**src/rtl/if_prefetch_queue.sv**
```systemverilog
// Instruction prefetch queue: owns the fetch PC, keeps several icache requests
// in flight and hands buffered instr/PC pairs to issue in program order.
module if_prefetch_queue #(
    parameter int                DEPTH    = 8,
    parameter int                MAX_OUT  = 2,
    parameter int                ADDR_W   = 32,
    parameter int                INSTR_W  = 32,
    parameter logic [ADDR_W-1:0] RESET_PC = '0
) (
    input  logic                       clk_in,
    input  logic                       rst_n_in,
    input  logic                       rdy_in,
    input  logic                       redirect_en_in,
    input  logic [ADDR_W-1:0]          redirect_pc_in,
    output logic                       ic_req_out,
    output logic [ADDR_W-1:0]          ic_addr_out,
    input  logic                       ic_gnt_in,
    input  logic                       ic_resp_in,
    input  logic [INSTR_W-1:0]         ic_data_in,
    output logic                       issue_valid_out,
    input  logic                       issue_ready_in,
    output logic [INSTR_W-1:0]         instr_out,
    output logic [ADDR_W-1:0]          pc_out,
    output logic [$clog2(DEPTH):0]     count_out
);

    localparam int PW = $clog2(DEPTH);
    localparam int CW = PW + 1;
    localparam logic [CW-1:0] DEPTH_C = CW'(DEPTH);
    localparam logic [CW:0]   MAX_C   = (CW + 1)'(MAX_OUT);

    logic [ADDR_W-1:0]  fetch_pc;
    logic [PW-1:0]      head;
    logic [PW-1:0]      alloc;
    logic [PW-1:0]      fill;
    logic [CW-1:0]      alloc_cnt;
    logic [CW-1:0]      fill_cnt;
    logic [CW-1:0]      out_cnt;
    logic [CW-1:0]      drop_cnt;
    logic [ADDR_W-1:0]  pc_q    [DEPTH];
    logic [INSTR_W-1:0] instr_q [DEPTH];

    logic [CW:0] inflight;
    logic        redirect;
    logic        accept;
    logic        resp;
    logic        resp_drop;
    logic        resp_fill;
    logic        issue;

    // Credit covers both live and to-be-dropped requests, so the slot
    // reserved at request time is always there when the response lands.
    assign inflight  = {1'b0, out_cnt} + {1'b0, drop_cnt};
    assign ic_req_out = rst_n_in & rdy_in & ~redirect_en_in
                      & (alloc_cnt < DEPTH_C) & (inflight < MAX_C);

    assign redirect  = rdy_in & redirect_en_in;
    assign accept    = ic_req_out & ic_gnt_in;
    assign resp      = rdy_in & ic_resp_in;
    assign resp_drop = resp & (drop_cnt != '0);
    assign resp_fill = resp & (drop_cnt == '0) & ~redirect;
    assign issue     = rdy_in & ~redirect & issue_valid_out & issue_ready_in;

    assign ic_addr_out     = fetch_pc;
    assign issue_valid_out = (fill_cnt != '0);
    assign instr_out       = instr_q[head];
    assign pc_out          = pc_q[head];
    assign count_out       = fill_cnt;

    always_ff @(posedge clk_in or negedge rst_n_in) begin
        if (!rst_n_in) begin
            fetch_pc  <= RESET_PC;
            head      <= '0;
            alloc     <= '0;
            fill      <= '0;
            alloc_cnt <= '0;
            fill_cnt  <= '0;
            out_cnt   <= '0;
            drop_cnt  <= '0;
        end else if (redirect) begin
            fetch_pc  <= redirect_pc_in;
            head      <= '0;
            alloc     <= '0;
            fill      <= '0;
            alloc_cnt <= '0;
            fill_cnt  <= '0;
            out_cnt   <= '0;
            // a response arriving with the redirect is already stale
            drop_cnt  <= drop_cnt + out_cnt - CW'(resp);
        end else begin
            if (accept) begin
                alloc    <= alloc + PW'(1);
                fetch_pc <= fetch_pc + ADDR_W'(4);
            end
            if (resp_fill) begin
                fill <= fill + PW'(1);
            end
            if (issue) begin
                head <= head + PW'(1);
            end
            if (resp_drop) begin
                drop_cnt <= drop_cnt - CW'(1);
            end
            alloc_cnt <= alloc_cnt + CW'(accept) - CW'(issue);
            fill_cnt  <= fill_cnt + CW'(resp_fill) - CW'(issue);
            out_cnt   <= out_cnt + CW'(accept) - CW'(resp_fill);
        end
    end

    always_ff @(posedge clk_in) begin
        if (accept) begin
            pc_q[alloc] <= fetch_pc;
        end
        if (resp_fill) begin
            instr_q[fill] <= ic_data_in;
        end
    end

    resp_has_owner: assert property (
        @(posedge clk_in) disable iff (!rst_n_in)
        (rdy_in && ic_resp_in) |-> (out_cnt != '0 || drop_cnt != '0)
    );

endmodule

```
**config.mk**
```make
export PLATFORM = sky130hd
export DESIGN_NAME = if_prefetch_queue
export DESIGN_NICKNAME = d
export VERILOG_FILES = /design/src/rtl/if_prefetch_queue.sv
export SDC_FILE = /design/constraint.sdc
export NUM_CORES = 1
export LEC_CHECK = 0
export ABC_AREA = 1
export CORE_UTILIZATION = 53
export CTS_CLUSTER_SIZE = 25
export DETAILED_ROUTE_END_ITERATION = 10
export PLACE_DENSITY = 0.76
export SYNTH_ARGS = -nofsm -noshare
export SYNTH_HDL_FRONTEND = slang
export SYNTH_SLANG_ARGS = --single-unit
```
**constraint.sdc**
```tcl
create_clock -name clk_in -period 3.6 [get_ports clk_in]
set_input_delay 0.72 -clock clk_in [delete_from_list [all_inputs] [get_ports clk_in]]
set_output_delay 0.72 -clock clk_in [all_outputs]
set_load 0.02 [all_outputs]
```
==> impl_metrics.ini <==
[cts]
cts_htree_levels = 2
cts_sinks = 569
clkTransAtPathRegs_ns = 0.06
tritoncts.num_buffers = 56
cts_tree = yes
clock_tree.buffer_depth = 3
clockRootBuffer = clkbuf_16
clkLatencyLatePin_ns = 0.63

[cells_and_area]
area_growth_pct = 21.0
nFillCells = 3162
nets = 2372
drive_gt1_frac = 0.0782
fin_area_um2 = 29200
utilization = 0.655
fin_cells = 2908

[yosys]
async_flop_share = 0.100
synth-edff-count = 512
synth-seq-cells = 569
synth_commonest_cells = edfxtp_1 (512), nor2_1 (477), nand2_1 (419)
synth_top_family_by_area = simple AND/OR/NAND/NOR gates
synth_nets = 2198
yosysTopAreaCellShare = 0.638
yosysTopAreaCell = edfxtp_1
synthXorXnorAreaFrac = 0.00363
synth_most_common_cell = edfxtp_1
syn_area_um2 = 24100
synth_fa_ha_area_frac = 0.0187
syn_avg_cell_area_um2 = 11.5
yosys_warnings = 0
yosys.area_share.simple = 0.157
ys.flop_type = edfxtp_1
seq_area_frac_synth = 0.697
synth.area.mux_share = 0
synth_cells = 2094
synth_compound_area_frac = 0.0886
synthTopCellsByArea = edfxtp_1 (64%), nor2_1 (7.4%), nand2_1 (6.5%)
synth.distinct_cells = 32

[critical_path]
crit_type = flop to output pin
critical_path_arrival_ns = 2.84
worst_r2r_startpoint = out_cnt[1]
end_kind = output pin
worstPathMaxFanout = 30
max_stage_delay_ns = 0.61
cp_cell_sequence = buf_16 -> bufbuf_16 -> o21ai_0 -> o32ai_1 -> nand2_1 -> nand2_1 -> clkdlybuf4s50_1
crit_top_cell = nand2_1
crit_start = head[0]
cp.required_ns = 2.88
cp-start-kind = flop
cp_slowest_cell = clkdlybuf4s50_1

[timing]
finClkSkew_ns = 0.0479
period_needed_ns = 3.56
hold_violations = 0
worst_slack_ns = 0.0397
fin_hold_ws_ns = 0.285
post-route-period-util = 0.989
slew_headroom = 0.365
finalSetupTns_ns = 0
finalSetupViolCount = 0
worstMarginPinSlew_ns = 0.952
fmax_ghz = 0.281
slew_violations = 0

[placed_design]
dpl-instance-area_um2 = 26900
portBuffers = 172
hpwl_um = 33600
placed_cells_incl_taps = 2791
place_ws_ns = 0.450
place_congestion = 0.886

[route]
vias_per_cell = 5.87
avgRoutedWirePerCell_um = 20.7
vias = 17075
drt_iter0_drc = 1810
drt_pass1_iterations = 5
antenna_left = 0
drt_wl_total_um = 60300
post-route-drc-count = 0

[power]
power.leakage_nw = 10.9
ir_drop_mv = 0.539
totalPowerFinal_mw = 19.7
power_density_nw_per_um2 = 675

[floorplan]
initial_core_util = 0.542
io_pins = 173
core_area_um2 = 44500
rows = 77
dieHeight_um = 215
fp.dieArea_um2 = 46300
die_width_um = 215

[min_path]
hp-class = input port to async pin

[grt]
grt_max_degree = 79
grt_pass1_vias = 17091
grt-ovfl-total = 0
grt_pass1_wl_um = 92400
gr-usage-all-layers = 0.259
antenna_found_initial = 4

[job]
max_cap_viol_count = 0

[outcome]
status = finished, final reports clean
==> critical path, delay by kind of cell (launching register included) <==
kind	cells	cell delay [ns]
AO/OA/AOI/OAI	2	0.29
buffers and inverters	3	1.17
flip-flops	1	0.53
AND/OR/NAND/NOR	2	0.21
==> kinds of logic (layout without fill, tap and decap cells) <==
family	Yosys count	count (layout)
AOI/OAI and AO/OA	315	315
DFF	569	569
other	0	1
buffers and inverters	192	413
adders and majority gates	33	33
xor gates and xnor gates	10	10
and+or+nand+nor	975	975
==> registers in the layout, summed over array words and instances, names as in the netlist <==
signal	flops
alloc	3
alloc_cnt	4
count_out	4
drop_cnt	4
fill	3
head	3
ic_addr_out	32
instr_q	256
out_cnt	4
pc_q	256
==> power breakdown <==
part / switching (mW) / internal (mW)
combinational: 3.31 / 2.29
clock: 2.52 / 3.45
sequential: 0.520 / 7.60
==> final cells by class <==
| class | count | area, um^2 | area share |
|---|---|---|---|
| Antenna cell | 1 | 2.50 | 0.0000858 |
| Clock buffer | 62 | 1420 | 0.0488 |
| Clock inverter | 43 | 463 | 0.0159 |
| Inverter | 77 | 315 | 0.0108 |
| Multi-Input combinational cell | 1333 | 6590 | 0.226 |
| Sequential cell | 569 | 16800 | 0.576 |
| Tap cell | 592 | 741 | 0.0254 |
| Timing Repair Buffer | 231 | 2830 | 0.0971 |
==> worst paths after layout <==
path                       slack (ns)  depth (start not counted)           end
max in group asynchronous        2.71                          2       head[0]
min in group clk_in              0.59                          1   drop_cnt[0]
max                              0.04                          7    pc_out[26]
max reg2reg                      0.72                         11   pc_q[2][31]
min reg2reg                      0.59                          1   drop_cnt[0]
min                              0.29                          2  alloc_cnt[3]
==> routing by layer <==
metal  track usage  wire length [um]  vias up
li1              -                 -     7725
met1         0.338             23500     8365
met2         0.434             29800      851
met3        0.0440              5120      134
met4         0.103              1840        0
met5             0                 0        -
==> layout by cell type, fill, tap and decap left out, types with 3 or more instances in the layout <==
master,count
edfxtp_1,512
nor2_1,467
nand2_1,418
o21ai_0,159
o32ai_1,117
clkdlybuf4s50_1,109
inv_1,75
nand3_1,58
clkbuf_16,57
dfrtp_1,54
dlymetal6s2s_1,42
ha_1,28
a21oi_1,23
buf_12,22
buf_4,21
dlygate4sd2_1,20
clkinv_1,17
o32ai_2,11
nor2_4,10
clkinv_2,10
bufinv_16,8
buf_16,7
nor3_2,6
xor2_1,6
clkbuf_1,6
bufbuf_16,6
nand3b_1,5
fa_1,5
xnor2_1,4
or2_2,4
inv_6,4
nand4_1,3
==> what timing repair did <==
| action | 4_1_cts | 5_1_grt |
|---|---|---|
| gates resized for setup | 32 | 44 |
| endpoints found under the setup margin | 61 | 41 |
| hold buffers | 0 | 0 |
| setup buffers | 2 | 2 |
| gates cloned | 6 | 1 |
Power figures use the tool's default switching activity.
==> patch 1: new RTL, config.mk and constraints unchanged <==
Reset style: synchronous (`rst_n_in`), changed in one clocked block.
--- a/src/rtl/if_prefetch_queue.sv
+++ b/src/rtl/if_prefetch_queue.sv
@@ -67,7 +67,7 @@
     assign pc_out          = pc_q[head];
     assign count_out       = fill_cnt;
 
-    always_ff @(posedge clk_in or negedge rst_n_in) begin
+    always_ff @(posedge clk_in) begin
         if (!rst_n_in) begin
             fetch_pc  <= RESET_PC;
             head      <= '0;
Check against the original RTL: differs if rst_n_in is asserted again (counterexample within 4 cycles, from zero or initial values and one cycle with rst_n_in low); with rst_n_in held inactive, the same outputs for 4 cycles.
==> patch 1 against the unedited design <==
Cell count is 0.14% lower; final area is 2.2% lower; critical path depth is 1 lower; sequential cell count is 3 higher; wire length is 4.6% lower; area after synthesis is 1.5% lower; worst setup slack better by 17 ps; non-clock buffer count is 12 higher; global-route usage is 0.54 points lower; synthesized cell count is 0.53% lower; via count is 3.1% lower; critical endpoint is now instr_out[16]; largest cell class unchanged.
Power is not compared: it rests on default switching activity, and its combinational part moved more than twofold at a synthesized area within 25%.
==> patch 1: results (changes against the unedited design) <==
- Result of the run: finished clean (unchanged)
- The share of async-settable or async-resettable flops after synthesis was 0% (was 10.0%).
- Violation count after the first detailed-route iteration: 1586 (was 1810)
- R2r setup slk: 670 ps (was 720 ps)
- The headroom to the max-slew limit was 56.3% (was 36.5%).
- The half-perimeter wire length after detailed placement came to 34000 um (was 33600 um).
- The detailed-route wire length per cell was 19.8 um (was 20.7 um).
- Ratio of cells with drive above 1 in the final layout: 8.43% (was 7.82%)
- The number of clock buffers inserted by TritonCTS came to 57 (was 56).
- Arrival @ worst endpoint: 2820 ps (was 2840 ps)
- Count of distinct cell types in the synthesized netlist: 38 (was 32)
- Number of antenna violations at the first check in global routing: 0 (was 4)
- The total of fill cells in the finished design came to 3297 (was 3162).
- Via density per instance: 5.70 (was 5.87)
- The post-synthesis net count is 2186 (was 2198).
- Final net count: 2371 (was 2372)
* Via count of the first global-routing pass: 16371 (was 17091)
* Worst Hold Margin: 477 ps (was 285 ps)
- Most frequent cells after synthesis: sky130_fd_sc_hd__nor2_1 (559), sky130_fd_sc_hd__edfxtp_1 (512), sky130_fd_sc_hd__o21ai_0 (282), sky130_fd_sc_hd__nand2_1 (162) (was sky130_fd_sc_hd__edfxtp_1 (512), sky130_fd_sc_hd__nor2_1 (477), sky130_fd_sc_hd__nand2_1 (419), sky130_fd_sc_hd__o21ai_0 (159), sky130_fd_sc_hd__o32ai_1 (119)).
- The biggest fanout along the worst timing path came to 41 (was 30).
* Final weighted congestion in routability-driven placement: 0.885 (was 0.886)
* Worst min-delay path class: flop to flop (was input pin to asynchronous set/reset pin)
- GRT Resource Usage Total: 25.4% (was 25.9%)
* Largest net degree at the start of global routing: 82 (was 79)
- The sequential cell area fraction in the yosys report was 69.8% (was 69.7%).
* First-pass GRT wire length: 88500 um (was 92400 um)
- Placed cell areas: 26500 um^2 (was 26900 um^2)
patch 1: cell types whose count changed after synthesis, sizes merged, moves of 7 or more:
cell / delta
a21oi: +21
a31oi: +64
dfrtp: -57
dfxtp: +60
nand2: -254
nand3: -19
nor2: +90
nor3: +10
o21ai: +126
o22ai: +66
o32ai: -128
xor2: +7
patch 1: worst max-delay path: stages, from the launching register on:
cell                              delay, ps
sky130_fd_sc_hd__dfxtp_4                490
sky130_fd_sc_hd__clkinv_2               220
sky130_fd_sc_hd__buf_16                 250
sky130_fd_sc_hd__nor2_1                 130
sky130_fd_sc_hd__o21ai_0                 90
sky130_fd_sc_hd__a31oi_1                340
sky130_fd_sc_hd__clkdlybuf4s50_1        680
patch 1: logic make-up after synthesis:
logic type,synth area share (%)
flops,69.8
fa+ha+maj,1.84
buf+inv,3.67
compound gates,10.5
mux,0.0843
xor+xnor,0.738
simple gates,13.3
patch 1: what timing repair did:
| action | 4_1_cts | 5_1_grt |
|---|---|---|
| endpoints found under the setup margin | 41 | 34 |
| resized for setup | 13 | 25 |
| setup buffers | 2 | 2 |
| cloned | 1 | 1 |
| pin swaps | 0 | 0 |
patch 1: worst max path at each step:
stage | end
floorplan | pc_q[1][0]$_DFFE_PP_
global placement | count_out[2]$_SDFF_PP0_
detailed placement | count_out[2]$_SDFF_PP0_
CTS | instr_out[9]
global route | instr_out[0]
finish | instr_out[16]
patch 1: metal layers:
metal	track usage [%]	part of all wire (%)
met2	44.5	50
met3	3.46	6.8
met4	7.86	2.1
met5	0	0
met1	32.8	41
patch 1: per-stage QoR:
| step | cells | setup TNS (ps) |
|---|---|---|
| final | 2904 | 0 |
| after global routing | 2904 | -142 |
| after detailed placement | 2795 | 0 |
| after CTS | 2901 | -0.697 |
| after global placement | 2795 | 0 |
| after floorplan | 2083 | -169410 |
patch 1: area by class of cell:
class                           count  share of cell area, %
Sequential cell                   572                   58.1
Clock inverter                     35                   1.28
Timing Repair Buffer              243                   9.26
Clock buffer                       68                   5.14
Multi-Input combinational cell   1322                   22.6
Inverter                           72                  0.986
Tap cell                          592                   2.60
patch 1: where the power goes:
group	internal [uW]	switching, uW
combinational	532	738
sequential	7350	160
clock	3340	2450
total	11200	3350
==> patch 2: new RTL, same settings <==
Made on the original files. Change the parameter `INSTR_W` from 32 to 16.
--- a/src/rtl/if_prefetch_queue.sv
+++ b/src/rtl/if_prefetch_queue.sv
@@ -4,7 +4,7 @@
     parameter int                DEPTH    = 8,
     parameter int                MAX_OUT  = 2,
     parameter int                ADDR_W   = 32,
-    parameter int                INSTR_W  = 32,
+    parameter int                INSTR_W  = 16,
     parameter logic [ADDR_W-1:0] RESET_PC = '0
 ) (
     input  logic                       clk_in,
Interface: changed (resized ic_data_in and instr_out); port bits go from 173 to 141. No check against the original RTL was run, so the function may have changed too.
==> patch 2 against the unedited design <==
Total power decreased by 22%; final area is 22% lower; worst setup slack improved by 27 ps; clock power down 23%; area after synthesis fell by 20%; wire length decreased by 23%; fmax increased by 0.77%; sequential cell count shrank 128; highest routed layer unchanged.
==> patch 2: results (changes against the unedited design) <==
- The weighted congestion at the end of routability-driven global placement came to 0.922 (was 0.886).
* Worst clock skew: 22.4 ps (was 47.9 ps)
- Delay of the slowest cell on the worst path: 630 ps (was 610 ps)
* Capture instance of the worst register-to-register path: pc_q[2][30]$_DFFE_PP_ (was pc_q[2][31]$_DFFE_PP_)
- The share of async-settable or async-resettable flops after synthesis was 12.9% (was 10.0%).
- Most frequent cells after synthesis: sky130_fd_sc_hd__nand2_1 (387), sky130_fd_sc_hd__edfxtp_1 (384), sky130_fd_sc_hd__nor2_1 (378), sky130_fd_sc_hd__o21ai_0 (114), sky130_fd_sc_hd__o32ai_1 (96) (was sky130_fd_sc_hd__edfxtp_1 (512), sky130_fd_sc_hd__nor2_1 (477), sky130_fd_sc_hd__nand2_1 (419), sky130_fd_sc_hd__o21ai_0 (159), sky130_fd_sc_hd__o32ai_1 (119)).
- The post-synthesis net count was 1813 (was 2198).
- The post-placement worst setup slack was 503 ps (was 450 ps).
- Post-CTS setup buffer count: 1 (was 2)
- The standby leakage power was 0.00835 uW (was 0.0109 uW).
- NonClk Buf Share: 8.79% (was 9.71%)
* Number of filler cells placed in the layout: 2651 (was 3162)
* Maximum clock frequency: 283 MHz (was 281 MHz)
* TritonCTS buffer count: 44 (was 56)
- Total routed wire length on the met1 layer: 19200 um (was 23500 um)
- The count of flip-flops with a built-in enable after synthesis came to 384 (was 512).
* Footprint of the flip-flops and latches: 13000 um^2 (was 16800 um^2)
- Wire length on met3: 3690 um (was 5120 um)
- The maximum number of pins on one net before global-route repair came to 126 (was 79).
* Grt met3 use: 2.89% (was 4.40%)
* Crit path capture: pc_out[11] (was pc_out[26])
* Final net count: 1958 (was 2372)
- HPWL reported at the end of detailed placement: 27200 um (was 33600 um)
- The arrival time at the worst endpoint was 2810 ps (was 2840 ps).
- The number of I/O port buffers came to 140 (was 172).
* Worst R2R Path Depth: 10 (was 11)
- The headroom to the max-slew limit was 46.9% (was 36.5%).
- The number of cells after detailed placement came to 2283 (was 2791).
- The total core area came to 35600 um^2 (was 44500 um^2).
- Result of the run: finished clean (unchanged)
- The biggest fanout along the worst timing path is 42 (was 30).
* Met2 Routed Length: 22600 um (was 29800 um)
- The number of clock buffers in the layout came to 57 (was 62).
* Routed length per placed instance: 19.7 um (was 20.7 um)
* Clock network area share: 6.33% (was 6.47%)
- Clock insertion delay at the later pin of the skew report: 550 ps (was 630 ps)
- The number of non-clock buffers was 187 (was 231).
- The maximum vdd drop was 0.411 mV (was 0.539 mV).
- First-pass GRT wire length: 71400 um (was 92400 um)
- The count of multi-input combinational gates is 1133 (was 1333).
- Worst Hold Margin: 386 ps (was 285 ps)
* Via count of the first global-routing pass: 13365 (was 17091)
* R2r setup slk: 680 ps (was 720 ps)
[patch 2: cell count changes in the layout (fill, tap and decap cells not counted), moves of 16 or more]
cell	change
sky130_fd_sc_hd__edfxtp_1	-128
sky130_fd_sc_hd__nor2_1	-97
sky130_fd_sc_hd__o21ai_0	-45
sky130_fd_sc_hd__dlymetal6s2s_1	-40
sky130_fd_sc_hd__nand2_1	-31
sky130_fd_sc_hd__clkdlybuf4s50_1	+28
sky130_fd_sc_hd__nand3_1	-22
sky130_fd_sc_hd__o32ai_1	-21
sky130_fd_sc_hd__dlygate4sd2_1	-20
sky130_fd_sc_hd__inv_1	-19
sky130_fd_sc_hd__o21ai_1	+16
[patch 2: power groups by stage]
stage	registers [uW]	clock network (uW)	logic (uW)
4_1_cts	6370	4620	4370
2_1_floorplan	6440	0	2620
5_1_grt	6420	4810	4810
3_5_place_dp	6480	0	4290
3_3_place_gp	6470	0	4170
6_report	6390	4570	4390
[patch 2: cell families after synthesis]
logic type / after synthesis / share of synthesized area, %
AO/OA/AOI/OAI: 255 / 8.76
flip-flops: 441 / 67.5
adder cells (fa/ha/maj): 33 / 2.35
buffers and inverters: 151 / 3.64
AND/OR/NAND/NOR: 833 / 17.2
XOR/XNOR: 12 / 0.548
[patch 2: worst register-to-register path: stages (launching register included)]
cell and delay (ps):
sky130_fd_sc_hd__dfrtp_1 400, sky130_fd_sc_hd__inv_1 140, sky130_fd_sc_hd__fa_1 570, sky130_fd_sc_hd__nand2_1 50, sky130_fd_sc_hd__nand3b_2 220, sky130_fd_sc_hd__nor2_4 120, sky130_fd_sc_hd__nand3_4 90, sky130_fd_sc_hd__inv_1 150
sky130_fd_sc_hd__nand2_1 250, sky130_fd_sc_hd__nor2_4 330, sky130_fd_sc_hd__buf_12 250
